## src/rtl/conv_ctrl_pkg.sv

```systemverilog
// Shared types and constants for the 3x3 convolution window sequencer.
package conv_ctrl_pkg;

    localparam int FILTERSIZE = 9;
    localparam int KDIM       = 3;

    typedef enum logic [2:0] {
        IDLE   = 3'd0,
        FETCH  = 3'd1,
        SETTLE = 3'd2,
        RELU   = 3'd3,
        EMIT   = 3'd4,
        DONE   = 3'd5
    } state_t;

    localparam logic [3:0] TAP_FIRST       = 4'd0;
    localparam logic [3:0] TAP_REUSE_FIRST = 4'd2;
    localparam logic [3:0] TAP_LAST        = 4'd8;

    function automatic logic [1:0] tap_row(input logic [3:0] k);
        case (k)
            4'd0, 4'd1, 4'd2: tap_row = 2'd0;
            4'd3, 4'd4, 4'd5: tap_row = 2'd1;
            4'd6, 4'd7, 4'd8: tap_row = 2'd2;
            default:          tap_row = 2'd0;
        endcase
    endfunction

    function automatic logic [1:0] tap_col(input logic [3:0] k);
        case (k)
            4'd0, 4'd3, 4'd6: tap_col = 2'd0;
            4'd1, 4'd4, 4'd7: tap_col = 2'd1;
            4'd2, 4'd5, 4'd8: tap_col = 2'd2;
            default:          tap_col = 2'd0;
        endcase
    endfunction

endpackage

```

## src/rtl/conv_addr_gen.sv

```systemverilog
// Window position counters and next-cycle read address / output index.
// CONV_REUSE_EN selects the first tap fetched for windows with wc>0.
module conv_addr_gen #(
    parameter int IMG_W  = 28,
    parameter int IMG_H  = 28,
    parameter int ADDR_W = 10,
    parameter int OIDX_W = 10
) (
    input  logic              clk,
    input  logic              rst_n,
    input  logic              clr,
    input  logic              adv,
    input  logic [3:0]        tap_nxt,
    output logic [ADDR_W-1:0] addr_nxt,
    output logic [OIDX_W-1:0] idx_nxt,
    output logic [3:0]        first_tap,
    output logic              last_win
);
    import conv_ctrl_pkg::*;

    localparam logic [ADDR_W-1:0] WC_MAX    = ADDR_W'(IMG_W - 3);
    localparam logic [ADDR_W-1:0] WR_MAX    = ADDR_W'(IMG_H - 3);
    localparam logic [ADDR_W-1:0] ROW_STEP  = ADDR_W'(IMG_W);
    localparam logic [ADDR_W-1:0] ROW_STEP2 = ADDR_W'(2 * IMG_W);
    localparam logic [OIDX_W-1:0] IDX_STEP  = OIDX_W'(IMG_W - 2);

    logic [ADDR_W-1:0] wr_r, wc_r, row_base_r;
    logic [OIDX_W-1:0] out_base_r;
    logic [ADDR_W-1:0] wr_s, wc_s, row_base_s, row_off_s;
    logic [OIDX_W-1:0] out_base_s;

    // Next window position; row bases step by constants instead of multiplying.
    always_comb begin
        wr_s       = wr_r;
        wc_s       = wc_r;
        row_base_s = row_base_r;
        out_base_s = out_base_r;
        if (clr) begin
            wr_s       = {ADDR_W{1'b0}};
            wc_s       = {ADDR_W{1'b0}};
            row_base_s = {ADDR_W{1'b0}};
            out_base_s = {OIDX_W{1'b0}};
        end else if (adv) begin
            if (wc_r == WC_MAX) begin
                wc_s       = {ADDR_W{1'b0}};
                wr_s       = wr_r + {{(ADDR_W-1){1'b0}}, 1'b1};
                row_base_s = row_base_r + ROW_STEP;
                out_base_s = out_base_r + IDX_STEP;
            end else begin
                wc_s = wc_r + {{(ADDR_W-1){1'b0}}, 1'b1};
            end
        end else begin
            wr_s = wr_r;
        end

        case (tap_row(tap_nxt))
            2'd0:    row_off_s = {ADDR_W{1'b0}};
            2'd1:    row_off_s = ROW_STEP;
            2'd2:    row_off_s = ROW_STEP2;
            default: row_off_s = {ADDR_W{1'b0}};
        endcase

`ifdef CONV_REUSE_EN
        first_tap = (wc_s != {ADDR_W{1'b0}}) ? TAP_REUSE_FIRST : TAP_FIRST;
`else
        first_tap = TAP_FIRST;
`endif
    end

    assign addr_nxt = row_base_s + row_off_s + wc_s + {{(ADDR_W-2){1'b0}}, tap_col(tap_nxt)};
    assign idx_nxt  = out_base_s + OIDX_W'(wc_s);
    assign last_win = (wr_r == WR_MAX) && (wc_r == WC_MAX);

    // Window position registers.
    always_ff @(posedge clk or negedge rst_n) begin
        if (!rst_n) begin
            wr_r       <= {ADDR_W{1'b0}};
            wc_r       <= {ADDR_W{1'b0}};
            row_base_r <= {ADDR_W{1'b0}};
            out_base_r <= {OIDX_W{1'b0}};
        end else begin
            wr_r       <= wr_s;
            wc_r       <= wc_s;
            row_base_r <= row_base_s;
            out_base_r <= out_base_s;
        end
    end

endmodule

```

## src/rtl/conv_window_ctrl.sv

```systemverilog
// Sequencer that walks the feature map, gathers 3x3 windows for conv and streams results.
// Optional column reuse (shift window, fetch taps 2/5/8 only) under CONV_REUSE_EN.
module conv_window_ctrl #(
    parameter int IMG_W      = 28,
    parameter int IMG_H      = 28,
    parameter int FILTERSIZE = 9,
    parameter int ADDR_W     = 10,
    parameter int OIDX_W     = 10
) (
    input  logic                    clk,
    input  logic                    rst_n,
    input  logic                    start,
    output logic                    busy,
    output logic                    done,
    output logic                    rd_en,
    output logic [ADDR_W-1:0]       rd_addr,
    input  logic [7:0]              rd_data,
    output logic [8*FILTERSIZE-1:0] ifmap_o,
    input  logic [7:0]              ofmap_i,
    output logic                    out_valid,
    input  logic                    out_ready,
    output logic [7:0]              out_data,
    output logic [OIDX_W-1:0]       out_idx
);
    import conv_ctrl_pkg::*;

    state_t            state_r;
    logic [3:0]        tap_r, cap_k_r, tap_nxt_s, first_tap_s;
    logic              cap_v_r;
    logic [7:0]        win_r [FILTERSIZE];
    logic              hs_s, clr_s, adv_s, last_win_s;
    logic [ADDR_W-1:0] addr_nxt_s, rd_addr_r;
    logic [OIDX_W-1:0] idx_nxt_s, out_idx_r;
    logic              rd_en_r, busy_r, done_r, out_valid_r;
`ifdef CONV_REUSE_EN
    logic              partial_r;
`endif

    conv_addr_gen #(
        .IMG_W  (IMG_W),
        .IMG_H  (IMG_H),
        .ADDR_W (ADDR_W),
        .OIDX_W (OIDX_W)
    ) u_addr_gen (
        .clk       (clk),
        .rst_n     (rst_n),
        .clr       (clr_s),
        .adv       (adv_s),
        .tap_nxt   (tap_nxt_s),
        .addr_nxt  (addr_nxt_s),
        .idx_nxt   (idx_nxt_s),
        .first_tap (first_tap_s),
        .last_win  (last_win_s)
    );

    // Handshake, counter control and the tap to issue on the next cycle.
    always_comb begin
        hs_s  = (state_r == EMIT) && out_valid_r && out_ready;
        clr_s = (state_r == IDLE) && start;
        adv_s = hs_s && !last_win_s;
        if (state_r == FETCH) begin
`ifdef CONV_REUSE_EN
            tap_nxt_s = partial_r ? (tap_r + 4'd3) : (tap_r + 4'd1);
`else
            tap_nxt_s = tap_r + 4'd1;
`endif
        end else begin
            tap_nxt_s = first_tap_s;
        end
    end

    // Control FSM with registered outputs and window capture.
    always_ff @(posedge clk or negedge rst_n) begin
        if (!rst_n) begin
            state_r     <= IDLE;
            tap_r       <= 4'd0;
            cap_k_r     <= 4'd0;
            cap_v_r     <= 1'b0;
            rd_en_r     <= 1'b0;
            rd_addr_r   <= {ADDR_W{1'b0}};
            busy_r      <= 1'b0;
            done_r      <= 1'b0;
            out_valid_r <= 1'b0;
            out_idx_r   <= {OIDX_W{1'b0}};
`ifdef CONV_REUSE_EN
            partial_r   <= 1'b0;
`endif
            for (int k = 0; k < FILTERSIZE; k++) win_r[k] <= 8'd0;
        end else begin
            // Read data returns one cycle after the strobe, tagged with its tap.
            cap_v_r   <= rd_en_r;
            cap_k_r   <= tap_r;
            if (cap_v_r) win_r[cap_k_r] <= rd_data;
            out_idx_r <= idx_nxt_s;
            done_r    <= 1'b0;
            case (state_r)
                IDLE: begin
                    if (start) begin
                        state_r   <= FETCH;
                        busy_r    <= 1'b1;
                        rd_en_r   <= 1'b1;
                        rd_addr_r <= addr_nxt_s;
                        tap_r     <= tap_nxt_s;
`ifdef CONV_REUSE_EN
                        partial_r <= 1'b0;
`endif
                    end
                end
                FETCH: begin
                    if (tap_r == TAP_LAST) begin
                        state_r <= SETTLE;
                        rd_en_r <= 1'b0;
                    end else begin
                        rd_addr_r <= addr_nxt_s;
                        tap_r     <= tap_nxt_s;
                    end
                end
                SETTLE: state_r <= RELU;
                RELU: begin
                    state_r     <= EMIT;
                    out_valid_r <= 1'b1;
                end
                EMIT: begin
                    if (hs_s) begin
                        out_valid_r <= 1'b0;
                        if (last_win_s) begin
                            state_r <= DONE;
                            done_r  <= 1'b1;
                            busy_r  <= 1'b0;
                        end else begin
                            state_r   <= FETCH;
                            rd_en_r   <= 1'b1;
                            rd_addr_r <= addr_nxt_s;
                            tap_r     <= tap_nxt_s;
`ifdef CONV_REUSE_EN
                            partial_r <= (first_tap_s == TAP_REUSE_FIRST);
                            if (first_tap_s == TAP_REUSE_FIRST) begin
                                for (int r = 0; r < KDIM; r++) begin
                                    win_r[KDIM*r]   <= win_r[KDIM*r+1];
                                    win_r[KDIM*r+1] <= win_r[KDIM*r+2];
                                end
                            end
`endif
                        end
                    end
                end
                DONE: state_r <= IDLE;
                default: begin
                    state_r     <= IDLE;
                    busy_r      <= 1'b0;
                    rd_en_r     <= 1'b0;
                    out_valid_r <= 1'b0;
                end
            endcase
        end
    end

    for (genvar k = 0; k < FILTERSIZE; k++) begin : g_ifmap
        assign ifmap_o[8*k +: 8] = win_r[k];
    end

    assign busy      = busy_r;
    assign done      = done_r;
    assign rd_en     = rd_en_r;
    assign rd_addr   = rd_addr_r;
    assign out_valid = out_valid_r;
    assign out_idx   = out_idx_r;
    assign out_data  = out_valid_r ? ofmap_i : 8'd0;

endmodule

```

## config.mk

```make
export PLATFORM = sky130hd
export DESIGN_NAME = conv_window_ctrl
export DESIGN_NICKNAME = d
export VERILOG_FILES = /design/src/rtl/conv_ctrl_pkg.sv /design/src/rtl/conv_addr_gen.sv /design/src/rtl/conv_window_ctrl.sv
export SDC_FILE = /design/constraint.sdc
export NUM_CORES = 1
export LEC_CHECK = 0
export ABC_AREA = 1
export CORE_MARGIN = 2
export CORE_UTILIZATION = 45
export CTS_CLUSTER_DIAMETER = 200
export DETAILED_ROUTE_END_ITERATION = 10
export PLACE_DENSITY = 0.69
export SLEW_MARGIN = 20
export SYNTH_ARGS = -nofsm -noshare
export SYNTH_HDL_FRONTEND = slang
export SYNTH_HIERARCHICAL = 1
export SYNTH_SLANG_ARGS = --single-unit
```

## constraint.sdc

```tcl
create_clock -name clk -period 5.8 [get_ports clk]
set_input_delay 1.16 -clock clk [delete_from_list [all_inputs] [get_ports clk]]
set_output_delay 1.16 -clock clk [all_outputs]
set_load 0.02 [all_outputs]
```

# After elaboration in Yosys (flattened, before gate mapping)
# Memory sizes are Yosys's and may differ from the RTL's.
# Cells that the tools add are included.
word_totals:
  rom_bits: 64
  ff_bits: 148
  elab_cells: 122
  input_bits: 20
  out_inout_bits: 104
  n_memories: 2
memory_table:
  columns: ["name", "words", "width", "rd", "rd_ports_with_merged_regs", "write_ports", "line_no", "text"]
  rows:
  - ["(no name shown)", 16, 2, 1, 0, 0, "conv_ctrl_pkg.sv:30", "case (k)"]
  - ["(no name shown)", 16, 2, 1, 0, 0, "conv_ctrl_pkg.sv:21", "case (k)"]
classes:
  n_reduce_logical: 20
  eq_ne: 16
  bitwise_logic: 4
  n_mux: 46
  order_cmp: 2
  add_sub_neg: 9
ops:
  columns: ["operator", "count"]
  rows:
  - ["$mux W10", 16]
  - ["$bwmux W72", 1]
  - ["$demux W8 S4", 1]
  - ["$pmux W10 S3", 1]
  - ["$add A10 B1 Y10 const B", 2]
  - ["$add A10 B10 Y10", 2]
  - ["$add A10 B5 Y10 const B", 2]
  - ["$eq A10 B5 Y1 const B", 2]
  - ["$mux W4", 5]
  - ["$mux W8", 2]
  - ["$pmux W3 S5", 1]
  - ["$mux W3", 4]
  - ["$pmux W4 S3", 1]
  - ["$pmux W6 S2", 1]
  - ["$add A10 B2 Y10", 1]
  - ["$add A10 B6 Y10", 1]
  - ["$mux W1", 10]
  - ["$ne A2 B2 Y1 const B", 5]
  - ["$reduce_and A5 Y1", 2]
  - ["$reduce_or A4 Y1", 2]
  - ["$eq A3 B2 Y1 const B", 2]
  - ["$eq A3 B3 Y1 const B", 2]
  - ["$logic_and A1 B1 Y1", 6]
  - ["$pmux W1 S3", 2]
  - ["19 further kinds", 23]

# Depth between registers and ports, before layout
# Gate-level depths: netlist of the first run.
logic_depth:
  ltp_word: 12
  ltp_mapped: 28
  mapped_depth_nobuf: 27

# Hierarchy
# The synthesis of the first run kept the hierarchy.
by_module_without_submodules:
  columns: ["module", "n_inst", "seq_area_each_um2", "cells_per_inst", "area_per_inst_um2"]
  rows:
  - ["conv_window_ctrl", 1, 2702.6, 430, 4265.3]
  - ["conv_addr_gen", 1, 1001.0, 451, 3393.3]

# Worst setup path after synthesis of the first run
# Ideal clock, no wire load.
synth_timing:
  kind: "input to register"
  startpoint: "in out_ready"
  endpoint: "reg rd_addr_r[7] (netlist: rd_addr[7])"
  path_slack_ns: 1.542
  arrival_ns: 4.141
  n_path_buf: 1
  required_ns: 5.683
  setup_time_ns: 0.117
  path_stages: 19
  path_cell_list: "nand2_1 -> nor2_1 -> buf_4 -> inv_1 -> nor3_4 -> inv_4 -> nor2_2 -> o21a_1 -> inv_1 -> fa_1 -> inv_1 -> fa_1 -> a31oi_1 -> nor2_1 -> o21ai_0 -> nand2_1 -> xor2_1 -> nand4_1 -> nand2_1"
synth_between:
  elab_chain_len: 10
  elab_cells_between_ends: 16
  cone_classes: "add/sub: 3; eq/ne: 1; mux: 9; reduce/logical: 3"
synth_lines:
  columns: ["element", "line_no", "text"]
  rows:
  - ["from (decl)", "conv_window_ctrl.sv:21", "input logic out_ready,"]
  - ["$logic_and A1 B1 Y1 *", "conv_window_ctrl.sv:58", "hs_s = (state_r == EMIT) && out_valid_r && out_ready;"]
  - ["$logic_and A1 B1 Y1 *", "conv_window_ctrl.sv:60", "adv_s = hs_s && !last_win_s;"]
  - ["via adv_s", "conv_window_ctrl.sv:31", "logic hs_s, clr_s, adv_s, last_win_s;"]
  - ["$mux W10 *", "conv_addr_gen.sv:43", "end else if (adv) begin"]
  - ["$mux W10 *", "conv_addr_gen.sv:38", "if (clr) begin"]
  - ["via u_addr_gen.row_base_s[2]", "conv_addr_gen.sv:29", "logic [ADDR_W-1:0] wr_s, wc_s, row_base_s, row_off_s;"]
  - ["$add A10 B6 Y10 *", "conv_addr_gen.sv:70", "assign addr_nxt = row_base_s + row_off_s + wc_s + {{(ADDR_W-2){1'b0}}, tap_col(tap_nxt)};"]
  - ["$add A10 B10 Y10 *", "conv_addr_gen.sv:70", null]
  - ["$add A10 B2 Y10 *", "conv_addr_gen.sv:70", null]
  - ["via addr_nxt_s[7]", "conv_window_ctrl.sv:32", "logic [ADDR_W-1:0] addr_nxt_s, rd_addr_r;"]
  - ["$mux W10", "conv_window_ctrl.sv:126", "if (last_win_s) begin"]
  - ["$mux W10", "conv_window_ctrl.sv:124", "if (hs_s) begin"]
  - ["$pmux W10 S3 *", "conv_window_ctrl.sv:96", "case (state_r)"]
  - ["to (signal assigned)", "conv_window_ctrl.sv:102", "rd_addr_r <= addr_nxt_s;"]
  - ["to (signal assigned)", "conv_window_ctrl.sv:114", "rd_addr_r <= addr_nxt_s;"]
  - ["to (signal assigned)", "conv_window_ctrl.sv:133", "rd_addr_r <= addr_nxt_s;"]
  - ["to (decl)", "conv_window_ctrl.sv:32", null]
# The timed path passes the listed nets; every way through them passes the cells marked *. The select of a mux whose other input is x is not followed.
# A chain may end at the register's enable or synchronous reset.

# Worst setup path after layout of the first run
layout_timing:
  startpoint: "reg u_addr_gen.wc_r[0]"
  endpoint: "reg rd_addr_r[7] (netlist: rd_addr[7])"
layout_between:
  elab_cells_between_ends: 21
  cone_classes: "add/sub: 4; eq/ne: 2; mux: 11; reduce/logical: 4"
layout_lines:
  columns: ["element", "line_no", "text"]
  rows:
  - ["from (decl)", "conv_addr_gen.sv:27", "logic [ADDR_W-1:0] wr_r, wc_r, row_base_r;"]
  - ["from (signal assigned)", "conv_addr_gen.sv:78", "wc_r <= {ADDR_W{1'b0}};"]
  - ["from (signal assigned)", "conv_addr_gen.sv:83", "wc_r <= wc_s;"]
  - ["$eq A10 B5 Y1 *", "conv_addr_gen.sv:72", "assign last_win = (wr_r == WR_MAX) && (wc_r == WC_MAX);"]
  - ["$logic_and A1 B1 Y1 *", "conv_addr_gen.sv:72", null]
  - ["via last_win_s", "conv_window_ctrl.sv:31", null]
  - ["$logic_not A1 Y1 *", "conv_window_ctrl.sv:60", null]
  - ["$logic_and A1 B1 Y1 *", "conv_window_ctrl.sv:60", null]
  - ["via adv_s", "conv_window_ctrl.sv:31", null]
  - ["$mux W10 *", "conv_addr_gen.sv:43", null]
  - ["$mux W10 *", "conv_addr_gen.sv:38", null]
  - ["via u_addr_gen.wc_s[1]", "conv_addr_gen.sv:29", null]
  - ["$add A10 B10 Y10 *", "conv_addr_gen.sv:70", null]
  - ["$add A10 B2 Y10 *", "conv_addr_gen.sv:70", null]
  - ["via addr_nxt_s[7]", "conv_window_ctrl.sv:32", null]
  - ["$mux W10", "conv_window_ctrl.sv:126", null]
  - ["$mux W10", "conv_window_ctrl.sv:124", null]
  - ["$pmux W10 S3 *", "conv_window_ctrl.sv:96", null]
# Marks and branches as above.

==> results of run 1 <==
[per-layer routing]
metal | track usage (%) | wire length (um) | up-vias | share of wire, %
met2 | 32.8 | 8170 | 170 | 46
met5 | 0 | 0 | - | 0
met1 | 28.6 | 8370 | 2904 | 47
met4 | 7.02 | 296 | 0 | 1.7
met3 | 3.83 | 941 | 25 | 5.3
li1 | - | - | 3103 | -
[final timing paths]
path	startpoint	endpoint	slack [ns]	depth (start not counted)
min in group asynchronous	rst_n	ifmap_o[27]	0.61	1
max	u_addr_gen/wc_r[0]	rd_addr[7]	1.03	22
max in group asynchronous	rst_n	u_addr_gen/row_base_r[9]	4.10	2
min	rd_en	cap_v_r	0.44	0
max reg2reg	u_addr_gen/wc_r[0]	rd_addr[7]	1.03	22
min reg2reg	rd_en	cap_v_r	0.44	0
[state kept, by name, indices dropped and copies added, names as in the netlist]
signal,flops
cap_k_r,4
rd_en,1
ifmap_o,72
out_valid,1
done,1
busy,1
u_addr_gen/row_base_r,10
u_addr_gen/wc_r,10
tap_r,4
u_addr_gen/wr_r,10
out_idx,10
u_addr_gen/out_base_r,10
cap_v_r,1
state_r,3
rd_addr,10
[cell type report]
class / count / area [um^2] / area share (%)
tap: 220 / 275 / 2.85
clock buffer: 18 / 439 / 4.55
clock inverter: 14 / 160 / 1.66
sequential: 148 / 3700 / 38.4
timing repair buffer: 131 / 1290 / 13.4
multi-input combinational: 591 / 3320 / 34.4
inverter: 121 / 460 / 4.77
[where the power goes]
group	leakage [nW]	internal (mW)	switching [mW]
combinational	2.60	1.02	1.43
clock	0.293	0.624	0.485
sequential	1.83	1.40	0.267
total	4.72	3.04	2.18
[worst register-to-register path, delay by kind of cell, from the launching register on]
kind,cells,cell delay (ns)
flip-flops,1,0.44
AO/OA/AOI/OAI,4,0.93
buffers and inverters,4,0.45
AND/OR/NAND/NOR,9,1.34
adder cells (fa/ha/maj),4,1.37
XOR/XNOR,1,0.14
[kinds of logic after synthesis]
group	Yosys count	synth area share (%)
buffers and inverters	145	8.45
and+or+nand+nor	376	22.6
xor gates and xnor gates	19	2.17
other	1	0.0490
muxes	1	0.147
DFF	148	48.4
AOI/OAI and AO/OA	149	10.5
adders and majority gates	42	7.65
[layout by cell type, fill, tap and decap left out, types with 2 or more instances in the layout]
cell type and instances:
xor2_1 15, nor3_4 2, nand2_2 7, fa_1 8, nor3_1 15, a31oi_1 2, nor3_2 3, o21a_1 3
nand2_4 3, nor2_2 5, a21o_1 2, nand2_1 201, nand3_4 2, clkdlybuf4s50_1 122, a21oi_1 49, o211ai_1 2
nor2_1 66, inv_8 4, conb_1 4, inv_4 2, buf_4 8, o31ai_1 4, nor2_4 6, nand3_2 4
clkbuf_16 17, dfrtp_1 148, o21ai_0 79, ha_1 34, nand4_1 20, nand3_1 38, inv_6 5, xnor2_1 4
inv_1 118, clkinv_4 2
==> summary.md, run 1 <==
| Metric | Value |
|---|---|
| PortBufs | 123 |
| Avg Cell Area, Syn | 8.69 um^2 |
| Pre-CTS worst setup slack | 0.743 ns |
| Power, Total | 5.23 mW |
| Fin cells | 1,243 |
| Fin util | 58.2% |
| DP Area | 9050 um^2 |
| Normalized max-slew margin | 49.5% |
| Final hold violations | 0 |
| Vias | 6,202 |
| Largest area contributor in the netlist | dfrtp_1 |
| Crit-path leading delay family | adder cells |
| Period minus WS final | 4.77 ns |
| Worst path max stage delay | 0.54 ns |
| Largest net degree at the start of global routing | 60 |
| Drt total wl | 17.8 mm |
| First-pass GRT wire length | 29.4 mm |
| Core Box Area | 16,600 um^2 |
| Async SR Flop Fraction | 100% |
| Core Rows | 47 |
| # H-tree levels | 4 |
| Vias in the first global route | 5,823 |
| DIE WIDTH | 134 um |
| Most frequent cells after synthesis | nand2_1, dfrtp_1, inv_1 |
| Status | finished, final reports clean |
| Vias per Instance | 4.99 |
| Worst-margin pin slew | 0.758 ns |
| N_diodes | 0 |
| Synth top area cells | dfrtp_1, nand2_1, inv_1 |
| CP cell instances | ha_1, inv_1, nor2_1, nand3_4, nor3_1, nand3b_1, nor2_1, buf_4, a21oi_1, a21boi_0, inv_1, fa_1, inv_1, ha_1, fa_1, a31oi_1, nor2_1, o21ai_0, nand2_1, xor2_1, nand4_1, nand2_1 |
| CTS tree | built |
| Cts hold-fix bufs | 0 |
| Yosys reg bits | 148 |
| Leakage | 4.72 nW |
| Max cap viols | 0 |
| Clock slew at reported path FFs | 0.07 ns |
| Setup crit end kind | flip-flop |
| Clock buffer depth | 2 |
| Layout cell share with drive strength beyond 1 | 7.82% |
| Yosys cell types | 47 |
| Peak VDD IR | 261 uV |
| ANT nets after route | 0 |
| Post-CTS Resized | 0 |
| Worst hold slack | 0.440 ns |
| Area share of the largest cell type after synthesis | 48.4% |
| Post-CTS Setup Inserts | 0 |
| Setup violators final | 0 |
| Initial antenna violation count | 0 |
| Syn Std Cell Area | 7660 um^2 |
| Die height | 134 um |
| NumNets Final | 1,072 |
| Worst hold-check path type | flip-flop to flip-flop |
| Critical-path top delay cell | fa_1 |
| TritonCTS buffer count | 17 |
| Fmax | 210 MHz |
| Clk sinks | 148 |
| # DRC | 0 |
| Critical Setup Path Class | flip-flop to flip-flop |
| Synth-to-layout area growth | 26.0% |
| Gr ovfl total | 0 |
| Setup crit start kind | flip-flop |
| Number of synthesis warnings | 6 |
| Synth Flop Type | dfrtp_1 |
| CP Data Required Time | 6.13 ns |
| Buffers & Inverters on Critical Path | 4 |
| Cells after synthesis | 881 |
| Full die area | 18,100 um^2 |
| Post-DP HPWL | 13.0 mm |
| Dpl cells | 1,211 |
| Root Buffer Master | clkbuf_16 |
| Fill cells | 1,494 |
| Crit share post-route | 82.2% |
| Iter 0 DRT Violations | 367 |
| CP arrival | 5.10 ns |
| Power Density | 542 nW/um^2 |
| Initial core utilization | 46.2% |
| Layout Skew | 0.0123 ns |
| Worst-Skew Late Latency | 0.44 ns |
| Routed len/inst | 14.3 um |
| Max-slew violations | 0 |
| Unrepaired setup endpoints after global routing | no |
| Setup TNS | 0 ns |
| Setup WS post-layout | 1.03 ns |
| All-Layer GR Usage | 20.6% |
| Most common cell in the synthesized netlist | nand2_1 |
| Gp weighted congestion | 0.891 |
| Critical Path Fanout Max | 8 |
| IO Pins | 124 |
| Post-synthesis sequential area ratio | 48.4% |
| Post-synth EDFFs | 0 |
| Layout Cell Area excl Fill | 9650 um^2 |
| Initial DRT Pass Iterations | 5 |
(Power assumes the default switching activity.)
==> run 2: changes to the inputs <==
Settings changed: PLACE_DENSITY 0.69 to 0.72.
Clock period 5.8 ns to 4.1 ns, I/O delays scaled along.
==> run 2 against run 1 <==
Net effect: clock skew down 0.0039 ns; register-to-register slack got worse by 0.94 ns; maximum frequency rose by 19%; global-route usage rose by 0.82 points.
==> summary.md, run 2 (synthesis gave the netlist of run 1 again) <==
| Metric | Value |
|---|---|
| Normalized max-slew margin | 43.3% (-6.2 points) |
| TritonCTS buffer count | 17 (unchanged) |
| ANT nets after route | 0 (unchanged) |
| Highest-count cells in the layout ignoring fill and taps | nand2_1, dfrtp_1, clkdlybuf4s50_1, inv_1 |
| Fmax | 249 MHz (+19%) |
| CTS tree | built |
| Layout cell share with drive strength beyond 1 | 16.6% (+8.8 points) |
| Synth-to-layout area growth | 35.5% |
| Setup crit start kind | flip-flop |
| Clk sinks | 148 (unchanged) |
| Peak VDD IR | 384 uV (+47%) |
| PortBufs | 123 (unchanged) |
| Max-slew violations | 0 (unchanged) |
| Vias | 6,566 (+5.9%) |
| Critical Path Fanout Max | 8 (unchanged) |
| Clock slew at reported path FFs | 0.07 ns (about the same) |
| DP Area | 9570 um^2 (+5.7%) |
| Routed len/inst | 14.1 um (-1.1%) |
| Worst hold slack | 0.409 ns (-0.0312 ns) |
| Setup violators final | 0 (unchanged) |
| Setup crit end kind | flip-flop |
| All-Layer GR Usage | 21.4% (+0.82 points) |
| Initial core utilization | 46.2% (unchanged) |
| Worst-margin pin slew | 0.850 ns (+0.0923 ns) |
| Core Box Area | 16,600 um^2 (unchanged) |
| Pre-CTS worst setup slack | -0.410 ns (-1.15 ns) |
| Gr ovfl total | 0 (unchanged) |
| NumNets Final | 1,145 (+6.8%) |
| Clock buffer depth | 2 (unchanged) |
| Most common cell after layout, fill and taps aside | nand2_1 |
| Leakage | 5.10 nW (+8.0%) |
| Largest register FFs | 72 (unchanged) |
| First-pass GRT wire length | 31.0 mm (+5.4%) |
| Drt total wl | 18.6 mm (+4.7%) |
| Power Density | 768 nW/um^2 (+42%) |
| Setup WS post-layout | 0.0874 ns (-0.944 ns) |
| Gp weighted congestion | 0.878 (-1.4%) |
| Crit share post-route | 97.9% (+16 points) |
| Worst-Skew Late Latency | 0.42 ns (-0.02 ns) |
| Full die area | 18,100 um^2 (unchanged) |
| Layout Skew | 0.00840 ns (-0.00386 ns) |
| N_diodes | 0 (unchanged) |
| Critical Setup Path Class | flip-flop to flip-flop |
| Vias in the first global route | 6,222 (+6.9%) |
| Layout Cell Area excl Fill | 10,400 um^2 (+7.5%) |
| Final hold violations | 0 (unchanged) |
| IO Pins | 124 (unchanged) |
| Post-DP HPWL | 13.2 mm (+1.4%) |
| Setup TNS | 0 ns (unchanged) |
| Root Buffer Master | clkbuf_16 |
| CP arrival | 4.33 ns (-0.77 ns) |
| Initial DRT Pass Iterations | 5 (unchanged) |
| Unrepaired setup endpoints after global routing | yes |
| Vias per Instance | 4.99 (about the same) |
| Iter 0 DRT Violations | 441 (+20%) |
| Worst hold-check path type | flip-flop to flip-flop |
| Initial antenna violation count | 0 (unchanged) |
| # H-tree levels | 4 (unchanged) |
| Status | finished, final reports clean |
| DIE WIDTH | 134 um (unchanged) |
| CP Data Required Time | 4.42 ns (-1.71 ns) |
| Period minus WS final | 4.01 ns (-0.756 ns) |
| # DRC | 0 (unchanged) |
| Largest net degree at the start of global routing | 93 (+55%) |
| Die height | 134 um (unchanged) |
| Max cap viols | 0 (unchanged) |
| Core Rows | 47 (unchanged) |
| Fin util | 62.6% (+4.4 points) |
==> run 2: worst max-delay path, cell delays in order (launching register included) <==
cell and delay (ns):
dfrtp_1 0.39, nor4_1 0.27, nand4_1 0.24, nor3_4 0.25, nand3b_1 0.21, nor2_4 0.08, buf_6 0.14, a21oi_2 0.10
a21boi_2 0.23, inv_2 0.08, fa_1 0.50, inv_1 0.05, ha_2 0.20, fa_2 0.42, a31oi_4 0.19, nor2_1 0.06
o21ai_1 0.12, nand2_1 0.07, xor2_1 0.14, nand4_1 0.10, nand2_1 0.07
==> run 2: worst paths after layout <==
| kind | startpoint | endpoint | slack [ns] | depth (start not counted) |
|---|---|---|---|---|
| max reg2reg | u_addr_gen/wr_r[2] | rd_addr[7] | 0.09 | 20 |
| max in group asynchronous | rst_n | state_r[1] | 2.79 | 2 |
| min reg2reg | rd_en | cap_v_r | 0.41 | 0 |
| min in group asynchronous | rst_n | ifmap_o[62] | 0.48 | 1 |
| max | u_addr_gen/wr_r[2] | rd_addr[7] | 0.09 | 20 |
| min | rd_en | cap_v_r | 0.41 | 0 |
==> run 2: routing by layer <==
metal	share of wire, %	vias to the layer above	track usage, %	routed length, um
li1	-	3257	-	-
met1	44	3080	28.7	8270
met2	49	198	35.3	9050
met3	5.1	31	4.47	952
met4	1.9	0	6.37	357
met5	0	-	0	0
==> run 2: stage by stage <==
step	instances	total power, mW
floorplan	884	4.51
global route	1316	8.55
CTS	1310	7.87
global placement	1276	6.07
detailed placement	1276	6.16
finish	1316	7.97
==> run 2: where the power goes <==
part / switching [mW] / internal [mW] / leakage [nW]
logic: 2.27 / 1.86 / 2.99
clock network: 0.700 / 0.815 / 0.275
registers: 0.340 / 1.98 / 1.83
==> run 2: what timing repair did <==
| item | 4_1_cts | 5_1_grt |
|---|---|---|
| endpoints found under the setup margin | 5 | 8 |
| hold buffers | 0 | 0 |
| setup buffers | 2 | 6 |
| hold endpoints to repair | 0 | 0 |
| pin swaps | 3 | 20 |
| gates resized for setup | 10 | 37 |
==> run 2: layout make-up <==
cell class	count	area (um^2)
Timing Repair Buffer	204	1870
Clock buffer	17	425
Sequential cell	148	3700
Tap cell	220	275
Fill cell	1395	6210
Multi-Input combinational cell	591	3480
Clock inverter	15	159
Inverter	121	463
